## config.mk

```make
export PLATFORM = sky130hd
export DESIGN_NAME = rom_loader
export DESIGN_NICKNAME = d
export VERILOG_FILES = /design/src/rtl/rom_loader_pkg.sv /design/src/rtl/rom_loader_byte_packer.sv /design/src/rtl/rom_loader.sv
export SDC_FILE = /design/constraint.sdc
export NUM_CORES = 1
export LEC_CHECK = 0
export CAP_MARGIN = 20
export CELL_PAD_IN_SITES_DETAIL_PLACEMENT = 0
export CELL_PAD_IN_SITES_GLOBAL_PLACEMENT = 1
export CORE_ASPECT_RATIO = 1.2
export CORE_UTILIZATION = 30
export CTS_CLUSTER_SIZE = 14
export DETAILED_ROUTE_END_ITERATION = 7
export MAX_ROUTING_LAYER = met4
export PLACE_DENSITY = 0.58
export SLEW_MARGIN = 0
export SYNTH_ARGS = -nofsm -noshare
export SYNTH_HDL_FRONTEND = slang
export SYNTH_SLANG_ARGS = --single-unit
export TNS_END_PERCENT = 100
```

## constraint.sdc

```tcl
create_clock -name clk -period 3.3 [get_ports clk]
set_input_delay 0.825 -clock clk [delete_from_list [all_inputs] [get_ports clk]]
set_output_delay 0.825 -clock clk [all_outputs]
set_load 0.01 [all_outputs]
```

## src/rtl/rom_loader_pkg.sv

```systemverilog
// rom_loader_pkg: shared bus types and loader FSM states for the boot ROM loader.
package rom_loader_pkg;
    typedef logic [31:0] mem_addr_t;
    typedef logic [31:0] word_t;
    typedef logic [7:0]  byte_t;
    localparam word_t ZERO_WORD = 32'h0000_0000;
    typedef enum logic [2:0] {IDLE, LEN, DATA, DONE, ERR} state_t;
endpackage

```

## src/rtl/rom_loader_byte_packer.sv

```systemverilog
// rom_byte_packer: merges stream bytes into little-endian words and registers
// one byte-selected ROM write when a word completes or the payload ends.
module rom_byte_packer
    import rom_loader_pkg::*;
(
    input  logic      clk,
    input  logic      rst_n,
    input  logic      clr,
    input  logic      push,
    input  byte_t     data,
    input  logic [1:0] lane,
    input  logic      last,
    input  mem_addr_t addr,
    output logic      w_en,
    output mem_addr_t w_addr,
    output word_t     w_data,
    output logic [3:0] w_sel
);
    word_t      acc, merged;
    logic [3:0] sel, merged_sel;
    logic       flush;
    assign merged     = acc | (word_t'(data) << {lane, 3'b000});
    assign merged_sel = sel | (4'b0001 << lane);
    assign flush      = push && (lane == 2'd3 || last);
    always_ff @(posedge clk or negedge rst_n) begin
        if (!rst_n) begin
            acc    <= ZERO_WORD;
            sel    <= '0;
            w_en   <= 1'b0;
            w_addr <= '0;
            w_data <= ZERO_WORD;
            w_sel  <= '0;
        end else begin
            w_en <= flush;
            if (flush) begin
                w_addr <= addr;
                w_data <= merged;
                w_sel  <= merged_sel;
            end
            // Flushing clears the buffer in the same cycle so the next word starts empty.
            acc <= (clr || flush) ? ZERO_WORD : push ? merged : acc;
            sel <= (clr || flush) ? 4'b0000 : push ? merged_sel : sel;
        end
    end
endmodule

```

## src/rtl/rom_loader.sv

```systemverilog
// rom_loader: length-prefixed byte stream to ROM word writes, holding the core
// in reset until the final write has landed.
module rom_loader
    import rom_loader_pkg::*;
#(
    parameter mem_addr_t   BASE_ADDR      = 32'h0000_0000,
    parameter int unsigned MAX_LEN        = 65536,
    parameter int unsigned TIMEOUT_CYCLES = 1_000_000
) (
    input  logic       clk,
    input  logic       rst_n,
    input  logic       start_i,
    input  logic       byte_valid_i,
    input  byte_t      byte_data_i,
    output logic       byte_ready_o,
    output logic       w_en_o,
    output mem_addr_t  w_addr_o,
    output word_t      w_data_o,
    output logic [3:0] w_sel_o,
    output logic       busy_o,
    output logic       done_o,
    output logic       err_o,
    output logic       cpu_rst_n_o
);
    state_t      state, next;
    logic [31:0] cnt, len, timer, len_full;
    logic        xfer, push, last, fin, tout, restart;
    assign xfer     = byte_valid_i & byte_ready_o;
    assign push     = xfer && state == DATA;
    assign len_full = {byte_data_i, len[31:8]};
    assign last     = cnt == len - 32'd1;
    assign restart  = start_i && state inside {IDLE, DONE, ERR};
    // fin marks the cycle the final write is on the bus; no timeout applies there.
    assign tout     = !xfer && !fin && timer + 32'd1 == TIMEOUT_CYCLES;
    always_comb begin
        next = state;
        case (state)
            IDLE, DONE, ERR: next = start_i ? LEN : state;
            LEN: begin
                if (xfer && cnt == 32'd3)
                    next = len_full == 32'd0 ? DONE : len_full > MAX_LEN ? ERR : DATA;
                else if (tout)
                    next = ERR;
            end
            DATA:    next = fin ? DONE : tout ? ERR : DATA;
            default: next = IDLE;
        endcase
    end
    always_ff @(posedge clk or negedge rst_n) begin
        if (!rst_n) begin
            state        <= IDLE;
            cnt          <= '0;
            len          <= '0;
            timer        <= '0;
            fin          <= 1'b0;
            byte_ready_o <= 1'b0;
            busy_o       <= 1'b0;
            done_o       <= 1'b0;
            err_o        <= 1'b0;
            cpu_rst_n_o  <= 1'b0;
        end else begin
            state        <= next;
            fin          <= push && last;
            byte_ready_o <= next == LEN || (next == DATA && !(push && last));
            busy_o       <= next inside {LEN, DATA};
            done_o       <= next == DONE;
            err_o        <= next == ERR;
            cpu_rst_n_o  <= next == DONE;
            if (restart) begin
                cnt   <= '0;
                len   <= '0;
                timer <= '0;
            end else if (xfer) begin
                cnt   <= (state == LEN && cnt == 32'd3) ? 32'd0 : cnt + 32'd1;
                len   <= state == LEN ? len_full : len;
                timer <= '0;
            end else if (state inside {LEN, DATA}) begin
                timer <= timer + 32'd1;
            end
        end
    end
    rom_byte_packer u_packer (
        .clk    (clk),
        .rst_n  (rst_n),
        .clr    (restart),
        .push   (push),
        .data   (byte_data_i),
        .lane   (cnt[1:0]),
        .last   (last),
        .addr   (BASE_ADDR + {cnt[31:2], 2'b00}),
        .w_en   (w_en_o),
        .w_addr (w_addr_o),
        .w_data (w_data_o),
        .w_sel  (w_sel_o)
    );
endmodule

```

==> flow_summary.yaml <==
run_status:
  status: "complete, but fails checks"
  violations: "setup timing"
routing:
  wl_met2_um: 17500
  top_layer_used: "met4"
  met1_length_um: 15400
  vias: 9562
  remaining_drc_errors: 0
  vias_per_cell: 5.04
  drt-total-wl_um: 35000
  dr.first_iter.drc_count: 552
  wl_per_cell_um: 18.5
  routed-wl-met3_um: 1270
  postRouteAntennaNets: 0
  first_pass_iters: 5
clocking:
  cts_sinks: 207
  root_buffer: "clkbuf_16"
  cts_tree: "yes"
  htreeDepth: 1
  cts_buffers: 24
  holdBufCountCts: 0
  clk_latency_ns: 0.55
  cts_buffer_depth: 3
  clk_pin_slew_ns: 0.06
global_route:
  grt_pass1_wl_um: 54700
  grt_overflow: 0
  first_global_vias: 9462
  antenna_found_initial: 2
  grt_max_degree: 77
  track_usage: 0.187
layout:
  fin_area_um2: 14500
  syn_to_final_growth_pct: 28.8
  drive_above_1_share: 0.166
  final_cells: 1897
  fin_nets: 1423
  multi_input_area_um2: 5640
  seqCellArea_um2: 5180
  fin_util: 0.393
  fillCellCount: 3732
die:
  io_pins: 86
  rows: 77
  initial_core_util: 0.305
  core_area_um2: 36900
  fp.dieH_um: 214
  die_area_um2: 38300
  chipWidth_um: 179
yosys:
  synth-seq-cells: 207
  synth_flop_cell: "dfrtp_1"
  synth_area_um2: 11300
  synth_area_per_cell_um2: 9.00
  yosys_warnings: 0
  synth_edf_count: 0
  ys_seq_area_frac: 0.460
  ys_async_sr_fraction: 1.00
  synth_cells: 1251
  synth_cell_types: 67
power:
  ir_drop_mv: 0.403
  combPwrFrac: 0.462
  clkPwrFrac: 0.257
  leakage_nw: 6.68
  power_density_nw_per_um2: 723
  pwr-share-seq: 0.280
  intPower_w: 0.00641
  switching_power_w: 0.00407
  power_w: 0.0105
  p_sw_frac: 0.388
timing:
  timing.final.crit_share: 1.05
  drv_slew: 0
  worst_pin_slew_ns: 0.815
  fin_ws_ns: -0.177
  fin_worst_skew_ns: 0.0255
  rsz0062_at_grt: "yes"
  period_minus_slack_ns: 3.48
  slew_headroom: 0.454
  setup_viol: 101
  clock.fmax_mhz: 288
  finalSetupTns_ns: -9.18
  hold_violations: 0
setup_path:
  cp-start-kind: "flop"
  path_max_fanout: 6
  path_cells: "inv_1 > ha_2 > or4b_4 > buf_6 > a2111o_1 > nand3_4 > o31ai_4 > nor4_2 > nor4b_2 > nand4_1 > a21boi_4 > buf_12 > clkbuf_16 > mux2_2"
  cp_slowest_cell: "or4b_4"
  crit_buf_inv: 4
  worstPathRequired_ns: 3.72
  critPathKind: "reg -> reg"
  cp.arrival_ns: 3.90
  cp_top_family: "simple AND/OR/NAND/NOR gates"
  end_kind: "flop"
  slowest_delay_ns: 0.51
placed_design:
  placedCellCount: 1830
  dpl_cell_area_um2: 13200
  gp_congestion: 0.896
  portBuffers: 83
  dp_hpwl_um: 24300
worst_hold_path:
  hold_class: "in -> async"
flow_run:
  drv_cap: 0
[worst reg2reg max path, delay by kind of cell, from the launching register on]
kind,cells,cell delay (ns)
DFF,1,0.40
adders and majority gates,1,0.18
buffers and inverters,4,0.52
AOI/OAI and AO/OA,3,0.69
muxes,1,0.27
and+or+nand+nor,5,1.27
[power groups by stage]
stage / Sequential, W / Clock [W] / Combinational (W)
6_report: 0.00294 / 0.00269 / 0.00484
2_1_floorplan: 0.00296 / 0 / 0.00265
3_3_place_gp: 0.00299 / 0 / 0.00444
3_5_place_dp: 0.00299 / 0 / 0.00443
4_1_cts: 0.00294 / 0.00278 / 0.00452
5_1_grt: 0.00297 / 0.00288 / 0.00527
[registers in the layout (all words and copies together) (netlist names)]
register and flops:
cnt 32, len 32, timer 32, u_packer.acc 32, u_packer.w_data 32, u_packer.w_addr 30
u_packer.sel 4, u_packer.w_sel 4, state 3, busy_o 1, byte_ready_o 1, cpu_rst_n_o 1
err_o 1, fin 1, u_packer.w_en 1
[cells by family after synthesis]
family,synth area share
AO/OA/AOI/OAI,0.105
XOR/XNOR,0.0755
adder cells (fa/ha/maj),0.00778
buffers and inverters,0.0502
flip-flops,0.460
multiplexers,0.0688
other,0.000333
AND/OR/NAND/NOR,0.232
[cells in the mapped netlist, types with 38 or more instances]
library cell,number,area (µm²)
dfrtp_1,207,5180
mux2i_1,41,410
inv_1,49,184
xor2_1,57,499
nor2_1,139,522
nand2_1,125,469
xnor2_1,40,350
nor3_1,58,290
nand3_1,38,190
a21oi_1,119,596
clkbuf_1,72,270
[metrics by stage]
step	hold slack (ns)	setup WS, ns
floorplan	0.463	-0.0124
global route	0.321	-0.321
detailed placement	0.484	-0.132
CTS	0.289	-0.0565
finish	0.281	-0.177
global placement	0.473	-0.142
[per-layer routing]
layer,vias to the layer above,global-route usage
met4,0,0.0517
met3,51,0.0243
met5,-,-
met1,4686,0.240
li1,4660,-
met2,165,0.307
[final timing paths]
path / from / endpoint / slack, ns / cells after the start
min in group clk: u_packer.acc[27]$_DFFE_PN0P_ / u_packer.acc[27]$_DFFE_PN0P_ / 0.49 / 2
min reg2reg: u_packer.acc[27]$_DFFE_PN0P_ / u_packer.acc[27]$_DFFE_PN0P_ / 0.49 / 2
max reg2reg: len[1]$_DFFE_PN0P_ / u_packer.w_addr[21]$_DFFE_PN0P_ / -0.18 / 14
max in group asynchronous: rst_n / timer[10]$_DFFE_PN0P_ / 2.22 / 2
min: rst_n / u_packer.w_addr[5]$_DFFE_PN0P_ / 0.28 / 1
max: len[1]$_DFFE_PN0P_ / u_packer.w_addr[21]$_DFFE_PN0P_ / -0.18 / 14
[placed cells by master, fill, tap and decap left out, types with 8 or more instances in the layout]
master           Yosys  layout
a21oi_1            119     119
a31oi_1             10      10
and3_1              13      13
buf_12               0      10
buf_4                3     110
buf_6                2       8
clkbuf_16            0      30
clkdlybuf4s50_1      0      82
dfrtp_1            207     207
inv_1               49      49
mux2_2              27      27
mux2i_1             41      41
nand2_1            125     125
nand2b_1            11      11
nand3_1             38      36
nand4_1             34      34
nor2_1             139     138
nor3_1              58      57
nor4_1              22      16
nor4_2               2       8
o21ai_0             34      34
or3_1               19      19
xnor2_1             40      40
xor2_1              57      57
[repair_timing]
action	in CTS	in global routing
endpoints found under the setup margin	98	107
gates cloned	0	10
pin swaps	0	7
gates resized for setup	6	27
setup buffers	1	12
[area by class of cell]
type / count / area share
Inverter: 49 / 0.0127
Sequential cell: 207 / 0.357
Antenna cell: 2 / 0.000345
Clock inverter: 11 / 0.00725
Tap cell: 474 / 0.0409
Clock buffer: 32 / 0.0476
Timing Repair Buffer: 217 / 0.145
Multi-Input combinational cell: 905 / 0.389
(Power assumes the default switching activity.)
